<file path="src/rtl/xrun_ctrl.sv">
// Sequences batches of engine runs: write the run bit, wait SETTLE cycles, poll done, repeat.
// Outputs are registered; done is sampled in the same cycle as each poll strobe.
`ifndef nMEM_W
`define nMEM_W 2
`endif
`ifndef MEM_ADDR_W
`define MEM_ADDR_W 10
`endif

module xrun_ctrl #(
  parameter int DATA_W = 32,
  parameter int ADDR_W = `nMEM_W + `MEM_ADDR_W + 1,
  parameter int SETTLE = 2,
  parameter int TMO_W  = 16
) (
  input  logic              clk,
  input  logic              rst,
  input  logic              cmd_valid,
  output logic              cmd_ready,
  input  logic [15:0]       cmd_nruns,
  output logic              eng_valid,
  output logic              eng_we,
  output logic [ADDR_W-1:0] eng_addr,
  output logic [DATA_W-1:0] eng_rdata,
  input  logic [DATA_W-1:0] eng_wdata,
  output logic              busy,
  output logic [15:0]       runs_left,
  output logic              irq,
  output logic              err
);

  typedef enum logic [2:0] {
    S_IDLE,
    S_RUN,
    S_SETTLE,
    S_POLL,
    S_FIN
  } state_t;

  localparam logic [ADDR_W-1:0] CSR_ADDR  = {1'b1, {(ADDR_W-1){1'b0}}};
  localparam logic [DATA_W-1:0] RUN_WORD  = {{(DATA_W-1){1'b0}}, 1'b1};
  localparam logic [3:0]        SETTLE_LD = 4'(SETTLE - 1);
  localparam logic [TMO_W-1:0]  TMO_ONE   = TMO_W'(1);
  localparam logic [TMO_W-1:0]  TMO_MAX   = '1;

  state_t             r_state;
  logic [3:0]         r_settle;
  logic [TMO_W-1:0]   r_tmo;
  logic [15:0]        r_runs;
  logic               r_err;
  logic               r_irq;
  logic               r_busy;
  logic               r_cmd_ready;
  logic               r_eng_valid;
  logic               r_eng_we;
  logic [ADDR_W-1:0]  r_eng_addr;
  logic [DATA_W-1:0]  r_eng_rdata;

  logic               w_done;
  logic [15:0]        w_cmd_runs;
  logic               w_unused_wdata;

  assign w_done         = eng_wdata[0];
  assign w_unused_wdata = ^eng_wdata[DATA_W-1:1];
  assign w_cmd_runs     = (cmd_nruns == 16'd0) ? 16'd1 : cmd_nruns;

  // Strobe outputs default low each cycle and are set only on the edge entering RUN or POLL.
  always_ff @(posedge clk or negedge rst) begin
    if (!rst) begin
      r_state     <= S_IDLE;
      r_settle    <= '0;
      r_tmo       <= '0;
      r_runs      <= '0;
      r_err       <= 1'b0;
      r_irq       <= 1'b0;
      r_busy      <= 1'b0;
      r_cmd_ready <= 1'b1;
      r_eng_valid <= 1'b0;
      r_eng_we    <= 1'b0;
      r_eng_addr  <= '0;
      r_eng_rdata <= '0;
    end else begin
      r_eng_valid <= 1'b0;
      r_eng_we    <= 1'b0;
      r_eng_addr  <= '0;
      r_eng_rdata <= '0;
      r_irq       <= 1'b0;
      r_cmd_ready <= 1'b0;
      r_busy      <= 1'b1;
      case (r_state)
        S_IDLE: begin
          if (cmd_valid) begin
            r_runs      <= w_cmd_runs;
            r_err       <= 1'b0;
            r_state     <= S_RUN;
            r_eng_valid <= 1'b1;
            r_eng_we    <= 1'b1;
            r_eng_addr  <= CSR_ADDR;
            r_eng_rdata <= RUN_WORD;
          end else begin
            r_cmd_ready <= 1'b1;
            r_busy      <= 1'b0;
          end
        end
        S_RUN: begin
          r_settle <= SETTLE_LD;
          r_state  <= S_SETTLE;
        end
        S_SETTLE: begin
          if (r_settle == 4'd0) begin
            r_tmo       <= '0;
            r_state     <= S_POLL;
            r_eng_valid <= 1'b1;
            r_eng_addr  <= CSR_ADDR;
          end else begin
            r_settle <= r_settle - 4'd1;
          end
        end
        S_POLL: begin
          if (w_done) begin
            if (r_runs > 16'd1) begin
              r_runs      <= r_runs - 16'd1;
              r_state     <= S_RUN;
              r_eng_valid <= 1'b1;
              r_eng_we    <= 1'b1;
              r_eng_addr  <= CSR_ADDR;
              r_eng_rdata <= RUN_WORD;
            end else begin
              r_runs  <= 16'd0;
              r_state <= S_FIN;
              r_irq   <= 1'b1;
            end
          end else begin
            if (r_tmo != TMO_MAX) r_tmo <= r_tmo + TMO_ONE;
            // This poll brings the counter to all-ones: give up on the engine.
            if (r_tmo == TMO_MAX - TMO_ONE) begin
              r_err   <= 1'b1;
              r_state <= S_FIN;
              r_irq   <= 1'b1;
            end else begin
              r_eng_valid <= 1'b1;
              r_eng_addr  <= CSR_ADDR;
            end
          end
        end
        S_FIN: begin
          r_state     <= S_IDLE;
          r_cmd_ready <= 1'b1;
          r_busy      <= 1'b0;
        end
        default: begin
          r_state     <= S_IDLE;
          r_cmd_ready <= 1'b1;
          r_busy      <= 1'b0;
        end
      endcase
    end
  end

  assign cmd_ready = r_cmd_ready;
  assign eng_valid = r_eng_valid;
  assign eng_we    = r_eng_we;
  assign eng_addr  = r_eng_addr;
  assign eng_rdata = r_eng_rdata;
  assign busy      = r_busy;
  assign runs_left = r_runs;
  assign irq       = r_irq;
  assign err       = r_err;

endmodule

</file>
<file path="config.mk">
export PLATFORM = sky130hd
export DESIGN_NAME = xrun_ctrl
export DESIGN_NICKNAME = d
export VERILOG_FILES = /design/src/rtl/xrun_ctrl.sv
export SDC_FILE = /design/constraint.sdc
export NUM_CORES = 1
export LEC_CHECK = 0
export CAP_MARGIN = 10
export CORE_MARGIN = 4
export CORE_UTILIZATION = 30
export CTS_CLUSTER_DIAMETER = 120
export DETAILED_ROUTE_END_ITERATION = 8
export SLEW_MARGIN = 0
export SYNTH_ARGS = -nofsm -noshare
export SYNTH_HDL_FRONTEND = slang
export SYNTH_SLANG_ARGS = --single-unit
</file>
<file path="constraint.sdc">
create_clock -name clk -period 6.2 [get_ports clk]
set_input_delay 1.24 -clock clk [delete_from_list [all_inputs] [get_ports clk]]
set_output_delay 1.24 -clock clk [all_outputs]
set_load 0.02 [all_outputs]
</file>
==> key figures, run 1 <==
Outcome
  – Status: finished clean

Power
  – Design Power: 1.36 mW
  – PD cells: 404 nW/um^2
  – Peak VDD IR: 204 uV
  – LEAKAGE: 1.37 nW

Clock tree
  – CTS root buffer: clkbuf_8
  – Hold_buf cts: 0
  – CTS tree: done
  – TritonCTS buffer count: 5
  – Clock Latency Late Sink: 0.31 ns
  – CTS resizes: 0
  – Post-CTS setup repair buffer count: 0
  – CTS Sinks: 45
  – H-tree lvl count: 2
  – Worst-path clk slew: 0.08 ns
  – CTS Buffer Depth: 2

Synthesis
  – Post-synthesis cell type count: 55
  – Synth area leader: dfrtp_1
  – Ys flop type: dfrtp_1
  – Mapped Cells: 333
  – Synth top cells by count: 47 x buf_4, 44 x dfrtp_1, 23 x o21ai_0, 20 x a21oi_1, 20 x nor2_1
  – Syn avg cell area: 8.81 um^2
  – Post-synth ARST share: 1.00
  – Mapped Area: 2930 um^2
  – Yosys warning total: 0
  – Cell with the most instances after synthesis: buf_4
  – Seq cells post-synth: 45
  – Post-synth top area share: 0.375
  – Post-synth EDFFs: 0
  – Sequential share of the synthesized area: 0.384
  – Area contributors post-synth: dfrtp_1 38%, buf_4 12%, o21ai_0 3.9%

Floorplan
  – Total core area: 9370 um^2
  – Die width: 107 um
  – # rows: 35
  – Die Ht: 107 um
  – Initial core utilization: 0.313
  – Die ar.: 11400 um^2
  – Io pins: 118

Worst setup path
  – Critical Path AT: 3.37 ns
  – Critical path's largest stage delay: 0.80 ns
  – Setup crit start kind: input port
  – Crit end category: flop
  – Worst EP required: 6.37 ns
  – Worst path bufs/invs: 1
  – Slowest stage cell, crit path: nor4b_2
  – Cell Chain, Critical Path: clkdlybuf4s50_1 > nor4b_2 > a21o_1 > nand2_1 > o41ai_1 > o221ai_1
  – Crit path max-delay family: simple AND/OR/NAND/NOR gates
  – Crit path max fanout: 11
  – WS Path Type: in -> reg

STA
  – Final Skew: 0.0105 ns
  – Setup tns final: 0 ns
  – Rel. slew slack: 0.306
  – Final hold vios: 0
  – RSZ-0062 raised after global routing: false
  – Slew @ Worst Pin: 1.04 ns
  – Fin crit period: 3.20 ns
  – Fmax: 312 MHz
  – Final period utilization: 0.516
  – Final Setup Violations: 0
  – Final Slew Violations: 0

Final layout
  – Final Instance Area: 3350 um^2
  – Layout cells sized above 1: 0.0569
  – N_diodes: 0
  – Post-layout net count: 424
  – Area occupied by registers: 1130 um^2
  – Post-layout util: 0.358
  – Multi-input gate area: 1480 um^2
  – Area Overhead vs Synth: 14.3%
  – Filler cells: 1004

Flow run
  – Maxcap violations: 0

Global route
  – Vias in the first global route: 2271
  – GRT Util Overall: 0.124
  – Initial antenna violation count: 0
  – First-pass GRT wire length: 11400 um
  – Largest net degree at the start of global routing: 46
  – Grt total ovfl: 0

Placed design
  – Routability cong.: 0.790
  – Final HPWL DP: 5090 um
  – I/O Buffers: 43
  – Cell Area, Placed: 3270 um^2

Routing
  – Vias per std cell: 4.85
  – Total Wirelength: 7010 um
  – WL per Instance: 14.1 um
  – Iteration-0 DRC count of the detailed router: 95
  – DR pass1 iterations: 4
  – Vias: 2417
  – ANT nets after route: 0
  – Drt drc: 0

Min path
  – Hold/Removal Path Class: reg -> reg
==> per-stage QoR <==
| stage | hold WS [ns] | setup slack [ns] | instances |
|---|---|---|---|
| 2_1_floorplan | 0.469 | 3.48 | 375 |
| 3_3_place_gp | 0.495 | 2.65 | 490 |
| 4_1_cts | 0.509 | 2.98 | 498 |
| 3_5_place_dp | 0.496 | 2.65 | 490 |
| 6_report | 0.510 | 3.00 | 498 |
| 5_1_grt | 0.538 | 2.78 | 498 |
==> report_power, final <==
part	switching [mW]	total [mW]	leakage, nW	internal [mW]
Combinational	0.388	0.662	0.748	0.275
Clock	0.104	0.183	0.0450	0.0784
Sequential	0.125	0.510	0.577	0.386
==> registers in the layout, indices dropped and copies added (netlist names) <==
name	cells
r_settle	4
runs_left	16
r_state	3
irq	1
busy	1
eng_we	1
cmd_ready	1
eng_addr	1
err	1
r_tmo	16
==> per-layer routing <==
metal | track usage | vias up | wire, um
li1 | - | 1184 | -
met2 | 0.190 | 70 | 3320
met4 | 0.0384 | 0 | 74
met3 | 0.0319 | 7 | 388
met1 | 0.171 | 1156 | 3230
met5 | 0 | - | 0
==> kinds of logic (layout without fill, tap and decap cells) <==
family          Yosys count  in the layout  synth area share
mux                       1              1           0.00341
fa+ha+maj                 5              5            0.0213
buf+inv                  77             71             0.167
other cells               1             43           0.00128
compound gates           84             84             0.189
xor+xnor                  8              8            0.0239
flops                    45             45             0.384
simple gates            112            112             0.210
==> worst paths after layout <==
check                        startpoint           end  slack, ns  cells after the start
max reg2reg                runs_left[6]  runs_left[3]       3.53                      5
max in group asynchronous           rst      r_tmo[6]       4.43                      1
min                         r_settle[0]   r_settle[0]       0.51                      1
min in group asynchronous           rst     r_tmo[14]       1.10                      1
max                           cmd_valid  runs_left[9]       3.00                      6
min reg2reg                 r_settle[0]   r_settle[0]       0.51                      1
==> cell type report <==
| class | count | area share |
|---|---|---|
| Inverter | 18 | 0.0201 |
| Timing Repair Buffer | 45 | 0.131 |
| Multi-Input combinational cell | 253 | 0.440 |
| Clock buffer | 6 | 0.0216 |
| Clock inverter | 2 | 0.00298 |
| Sequential cell | 45 | 0.336 |
| Tap cell | 129 | 0.0481 |
==> cells in the final DEF, fill, tap and decap left out, types with 2 or more instances in the layout <==
cell type        count
clkdlybuf4s50_1     42
ha_1                 5
nand3_1              8
o41ai_1              2
dfrtp_1             44
nor3_1              17
nand2_1             17
o2bb2ai_1            5
and2_1               3
inv_1               18
nand4_1              6
o22ai_1              2
clkinv_2             2
nor2_1              20
xnor2_1              7
o31ai_1              2
nor4_1               8
clkbuf_8             5
nor2b_1              2
nor4bb_1             2
or3_1               11
a32oi_1              4
o21ai_0             23
buf_4                2
nor3b_1              2
a21oi_1             20
or2_2                4
a211oi_1             3
or4_1                4
a221o_1              2
a21o_1               5
conb_1              43
a22oi_1              5
(Power assumes the default switching activity.)
==> run 2, diff against run 1 <==
==> constraint.sdc (replaced) <==
create_clock -name clk -period 2.7 [get_ports clk]
set_input_delay 0.54 -clock clk [delete_from_list [all_inputs] [get_ports clk]]
set_output_delay 0.54 -clock clk [all_outputs]
set_load 0.02 [all_outputs]
==> run 2 against run 1 <==
Against the previous run: register-to-register slack got worse by 3.3 ns; combinational power rose by 140%; core utilization rose by 0.88 points; critical endpoint is now runs_left[3]; highest routed layer unchanged.
==> key figures, run 2 (synthesis gave the netlist of run 1 again) <==
Outcome
  – Status: finished clean

Floorplan
  – Initial core utilization: 0.313 (unchanged)
  – Total core area: 9370 um^2 (unchanged)
  – Die width: 107 um (unchanged)
  – Die Ht: 107 um (unchanged)
  – Io pins: 118 (unchanged)
  – # rows: 35 (unchanged)
  – Die ar.: 11400 um^2 (unchanged)

Clock tree
  – Clock Latency Late Sink: 0.30 ns (about the same)
  – CTS tree: done
  – CTS Sinks: 45 (unchanged)
  – Post-CTS setup repair buffer count: 0 (unchanged)
  – CTS Buffer Depth: 2 (unchanged)
  – CTS resizes: 0 (unchanged)
  – CTS root buffer: clkbuf_8
  – Worst-path clk slew: 0.09 ns (about the same)
  – H-tree lvl count: 2 (unchanged)
  – Hold_buf cts: 0 (unchanged)
  – TritonCTS buffer count: 5 (unchanged)

Final layout
  – Leading cell types in the layout, fill and taps excluded: 44 x dfrtp_1, 43 x conb_1, 42 x clkdlybuf4s50_1
  – Most common cell after layout, fill and taps aside: dfrtp_1
  – Layout cells sized above 1: 0.0792 (+0.0222)
  – Filler cells: 995 (-0.90%)
  – N_diodes: 0 (unchanged)
  – Post-layout net count: 434 (+2.4%)
  – Area Overhead vs Synth: 17.1%

Global route
  – Initial antenna violation count: 0 (unchanged)
  – Grt total ovfl: 0 (unchanged)
  – First-pass GRT wire length: 11700 um (+2.2%)
  – GRT Util Overall: 0.126 (+0.00196)
  – Largest net degree at the start of global routing: 46 (unchanged)
  – Vias in the first global route: 2379 (+4.8%)

Worst setup path
  – Reg-to-Reg End: runs_left[3]
  – Crit path max fanout: 11 (unchanged)
  – Slowest stage cell, crit path: or4_4
  – Reg-to-reg startpoint: runs_left[9]
  – Worst EP required: 2.89 ns (-3.48 ns)
  – Crit path capture: runs_left[3]
  – R2r setup slk: 0.23 ns (-3.30 ns)
  – Critical Path AT: 2.66 ns (-0.71 ns)
  – WS Path Type: reg -> reg
  – Cell Chain, Critical Path: or4_1 > or4_4 > o21ai_4 > o21ai_0 > a221o_1
  – Setup crit start: runs_left[9]
  – Setup crit start kind: flop
  – Worst r2r path cells: 5 (unchanged)
  – Crit end category: flop
  – Critical path's largest stage delay: 0.60 ns (-0.20 ns)

Routing
  – Metal3 WL: 416 um (+7.2%)
  – DR pass1 iterations: 4 (unchanged)
  – Total Wirelength: 7070 um (+0.88%)
  – Detail Route met2 WL: 3380 um (+1.9%)
  – Vias per std cell: 4.87 (+0.42%)
  – Iteration-0 DRC count of the detailed router: 106 (+12%)
  – Wl on met1: 3210 um (-0.71%)
  – ANT nets after route: 0 (unchanged)
  – Drt drc: 0 (unchanged)
  – Vias: 2476 (+2.4%)
  – Highest Signal Layer: met4
  – WL per Instance: 13.9 um (-1.1%)

Power
  – Design Power: 3.19 mW (+140%)
  – Peak VDD IR: 431 uV (+110%)
  – LEAKAGE: 1.42 nW (+3.6%)
  – PD cells: 928 nW/um^2 (+130%)

Placed design
  – Final HPWL DP: 5240 um (+2.8%)
  – Routability cong.: 0.798 (+1.1%)
  – I/O Buffers: 43 (unchanged)

STA
  – Final Setup Violations: 0 (unchanged)
  – Final Slew Violations: 0 (unchanged)
  – RSZ-0062 raised after global routing: false
  – Final period utilization: 0.916
  – Rel. slew slack: 0.517 (+0.211)
  – Fin crit period: 2.47 ns
  – Final hold vios: 0 (unchanged)
  – Slew @ Worst Pin: 0.725 ns (-0.316 ns)
  – Fmax: 404 MHz
  – Setup tns final: 0 ns (unchanged)
  – Final Skew: 0.00580 ns (-0.00472 ns)

Min path
  – Hold/Removal Path Class: in -> async

Flow run
  – Maxcap violations: 0 (unchanged)
## run 2: changes by cell type in the layout (fill, tap and decap cells not counted), sizes merged
cell | previous run | this run
buf | 3 | 13
clkbuf | 6 | 8
clkinv | 2 | 0
## run 2: routing by layer
layer / up-vias / track usage
met3: 8 / 0.0307
met5: - / 0
met4: 0 / 0.0356
met1: 1193 / 0.170
li1: 1203 / -
met2: 72 / 0.201
## run 2: critical path, delay by kind of cell (launching register included)
family | cells | cell delay (ns)
AO/OA/AOI/OAI | 3 | 0.78
flip-flops | 1 | 0.40
AND/OR/NAND/NOR | 2 | 1.19
## run 2: area by class of cell
| type | count | area [um^2] | area share |
|---|---|---|---|
| timing repair buffer | 55 | 515 | 0.150 |
| inverter | 18 | 67.6 | 0.0197 |
| sequential | 45 | 1130 | 0.328 |
| multi-input combinational | 253 | 1480 | 0.429 |
| clock buffer | 8 | 90.1 | 0.0262 |
| tap | 129 | 161 | 0.0470 |
## run 2: report_power, final
part / switching [mW] / leakage (nW) / internal, mW
combinational: 0.920 / 0.797 / 0.679
clock: 0.236 / 0.0455 / 0.209
sequential: 0.260 / 0.577 / 0.886
total: 1.42 / 1.42 / 1.77
## run 2: per-stage QoR
step           cell area (um^2)  hold WS, ns   util  std cells  setup slack (ns)
6_report                   3440        0.318  0.367        508             0.227
5_1_grt                    3440        0.361  0.367        508             0.167
4_1_cts                    3440        0.343  0.367        508             0.238
3_5_place_dp               3350        0.508  0.357        500             0.112
3_3_place_gp               3350        0.488  0.357        500             0.157
2_1_floorplan              3090        0.244      -        375             0.266
## run 2: how the worst min path moves through the flow
stage                            from           to  slack, ns  depth (start not counted)
after floorplan                   rst         busy       0.24                          0
after global placement    r_settle[0]  r_settle[0]       0.49                          1
after detailed placement  r_settle[0]  r_settle[0]       0.51                          1
after CTS                         rst    r_tmo[12]       0.34                          2
after global routing              rst    r_tmo[14]       0.36                          2
final                             rst     r_tmo[4]       0.32                          2
==> run 3, diff against run 2 <==
--- a/config.mk
+++ b/config.mk
@@ -7,9 +7,10 @@
 export LEC_CHECK = 0
 export CAP_MARGIN = 10
 export CORE_MARGIN = 4
-export CORE_UTILIZATION = 30
+export CORE_UTILIZATION = 40
 export CTS_CLUSTER_DIAMETER = 120
 export DETAILED_ROUTE_END_ITERATION = 8
+export PLACE_DENSITY = 0.78
 export SLEW_MARGIN = 0
 export SYNTH_ARGS = -nofsm -noshare
 export SYNTH_HDL_FRONTEND = slang
==> run 3 against run 2 <==
Against the previous run: via count up 2.9%; critical path depth did not move; power increased by 2.0%; design area is 1.1% lower; non-clock buffer count decreased by 2; routed wire length fell by 2.5%; sequential power is essentially flat; sequential cell count unchanged; global-route usage increased by 3.4 points; count of clock-buffer cells in the layout decreased by 2; core utilization increased by 12 points; clock skew rose by 0.0073 ns; largest cell class unchanged; largest power group unchanged.
==> key figures, run 3 (synthesis gave the netlist of run 1 again) <==
Outcome
  – Status: finished clean

Worst setup path
  – Reg-to-Reg End: runs_left[3]
  – R2r setup slk: 0.18 ns (-0.05 ns)
  – Crit end category: flop
  – Critical Path AT: 2.70 ns (+0.04 ns)
  – Worst r2r path cells: 5 (unchanged)
  – Crit path max fanout: 11 (unchanged)
  – Worst EP required: 2.88 ns (about the same)
  – WS Path Type: reg -> reg
  – Setup crit start kind: flop
  – Reg-to-reg startpoint: runs_left[8]

Floorplan
  – Initial core utilization: 0.423 (+0.109)
  – Total core area: 6940 um^2 (-26%)
  – Io pins: 118 (unchanged)
  – Die width: 93.6 um (-12%)
  – Die Ht: 93.6 um (-12%)
  – Die ar.: 8770 um^2 (-23%)
  – # rows: 30 (-14%)

STA
  – Final Skew: 0.0131 ns (+0.00729 ns)
  – Final Setup Violations: 0 (unchanged)
  – Fmax: 397 MHz (-1.9%)
  – Final Slew Violations: 0 (unchanged)
  – Fin crit period: 2.52 ns (+0.0476 ns)
  – Slew @ Worst Pin: 0.726 ns (+0.00142 ns)
  – Hold WS: 0.149 ns (-0.170 ns)
  – Final period utilization: 0.934 (+0.0176)
  – Setup tns final: 0 ns (unchanged)
  – Rel. slew slack: 0.511 (-0.00541)
  – RSZ-0062 raised after global routing: false
  – Final hold vios: 0 (unchanged)

Clock tree
  – CTS Buffer Depth: 2 (unchanged)
  – CTS resizes: 0 (unchanged)
  – CTS Sinks: 45 (unchanged)
  – Hold_buf cts: 0 (unchanged)
  – TritonCTS buffer count: 5 (unchanged)
  – Worst-path clk slew: 0.09 ns (about the same)
  – H-tree lvl count: 2 (unchanged)
  – CTS tree: done
  – Clock Latency Late Sink: 0.30 ns (about the same)
  – Post-CTS setup repair buffer count: 0 (unchanged)
  – CTS root buffer: clkbuf_8

Placed design
  – Cell Area, Placed: 3290 um^2 (-1.7%)
  – Dpl cells: 465 (-7.0%)
  – I/O Buffers: 43 (unchanged)
  – Final HPWL DP: 5080 um (-2.9%)
  – Routability cong.: 0.844 (+5.7%)

Global route
  – GRT Util Overall: 0.160 (+0.0340)
  – Initial antenna violation count: 0 (unchanged)
  – First-pass GRT wire length: 11400 um (-2.1%)
  – Grt total ovfl: 0 (unchanged)
  – Vias in the first global route: 2496 (+4.9%)
  – Largest net degree at the start of global routing: 29 (-37%)

Min path
  – Hold/Removal Path Class: in -> async

Final layout
  – Leading cell types in the layout, fill and taps excluded: 44 x dfrtp_1, 43 x conb_1, 42 x clkdlybuf4s50_1
  – Most common cell after layout, fill and taps aside: dfrtp_1
  – Layout cells sized above 1: 0.0769 (-0.00223)
  – N_diodes: 0 (unchanged)
  – Non-filler cells, final: 473 (-6.9%)
  – Area Overhead vs Synth: 15.8%
  – Post-layout net count: 432 (-0.46%)
  – Final Instance Area: 3400 um^2 (-1.1%)

Power
  – LEAKAGE: 1.42 nW (about the same)
  – Peak VDD IR: 591 uV (+37%)
  – PD cells: 958 nW/um^2 (+3.2%)
  – Design Power: 3.26 mW (+2.0%)

Routing
  – Vias per std cell: 5.39 (+11%)
  – Iteration-0 DRC count of the detailed router: 140 (+32%)
  – WL per Instance: 14.6 um (+4.7%)
  – ANT nets after route: 0 (unchanged)
  – Total Wirelength: 6890 um (-2.5%)
  – Drt drc: 0 (unchanged)
  – Vias: 2548 (+2.9%)
  – DR pass1 iterations: 4 (unchanged)

Flow run
  – Maxcap violations: 0 (unchanged)
run 3: changes by cell type in the layout (fill, tap and decap cells not counted), sizes merged:
cell,previous run,this run
clkbuf,8,6
clkinv,0,1
buf,13,11
bufinv,0,1
run 3: cell type report:
| type | count | area, um^2 |
|---|---|---|
| clock buffer | 6 | 72.6 |
| timing repair buffer | 53 | 500 |
| multi-input combinational | 253 | 1480 |
| fill | 665 | 3550 |
| clock inverter | 2 | 35.0 |
| inverter | 18 | 67.6 |
| tap | 96 | 120 |
| sequential | 45 | 1130 |
run 3: worst max path at each step:
| stage | from | end | slack, ns | cells after the start |
|---|---|---|---|---|
| floorplan | runs_left[8] | runs_left[3] | 0.27 | 7 |
| global placement | eng_wdata[0] | r_tmo[9] | 0.19 | 6 |
| detailed placement | eng_wdata[0] | r_tmo[11] | 0.15 | 6 |
| CTS | runs_left[8] | runs_left[3] | 0.18 | 5 |
| global route | runs_left[8] | runs_left[3] | 0.1 | 5 |
| finish | runs_left[8] | runs_left[3] | 0.18 | 5 |
run 3: worst max-delay path: stages (launching register included):
cell and delay (ns):
dfrtp_1 0.44, or4_1 0.56, or4_4 0.59, o21ai_4 0.33, o21ai_0 0.17, a221o_1 0.32
run 3: power by group:
part           leakage [nW]  internal [mW]  total, mW  switching [mW]
sequential            0.577          0.886       1.15           0.267
combinational         0.787          0.662       1.59           0.929
clock                0.0552          0.275      0.512           0.236
total                  1.42           1.82       3.26            1.43
run 3: routing by layer:
metal / vias to the layer above / track usage / share of wire
met4: 0 / 0.0505 / 0.014
met1: 1213 / 0.207 / 0.42
met2: 129 / 0.264 / 0.49
met3: 14 / 0.0370 / 0.080
met5: - / 0 / 0
li1: 1192 / - / -
run 3: per-stage QoR:
step / util / worst slack [ns]
final: 0.489 / 0.180
after global routing: 0.489 / 0.0984
after detailed placement: 0.474 / 0.148
after floorplan: - / 0.266
after global placement: 0.474 / 0.193
after CTS: 0.489 / 0.177
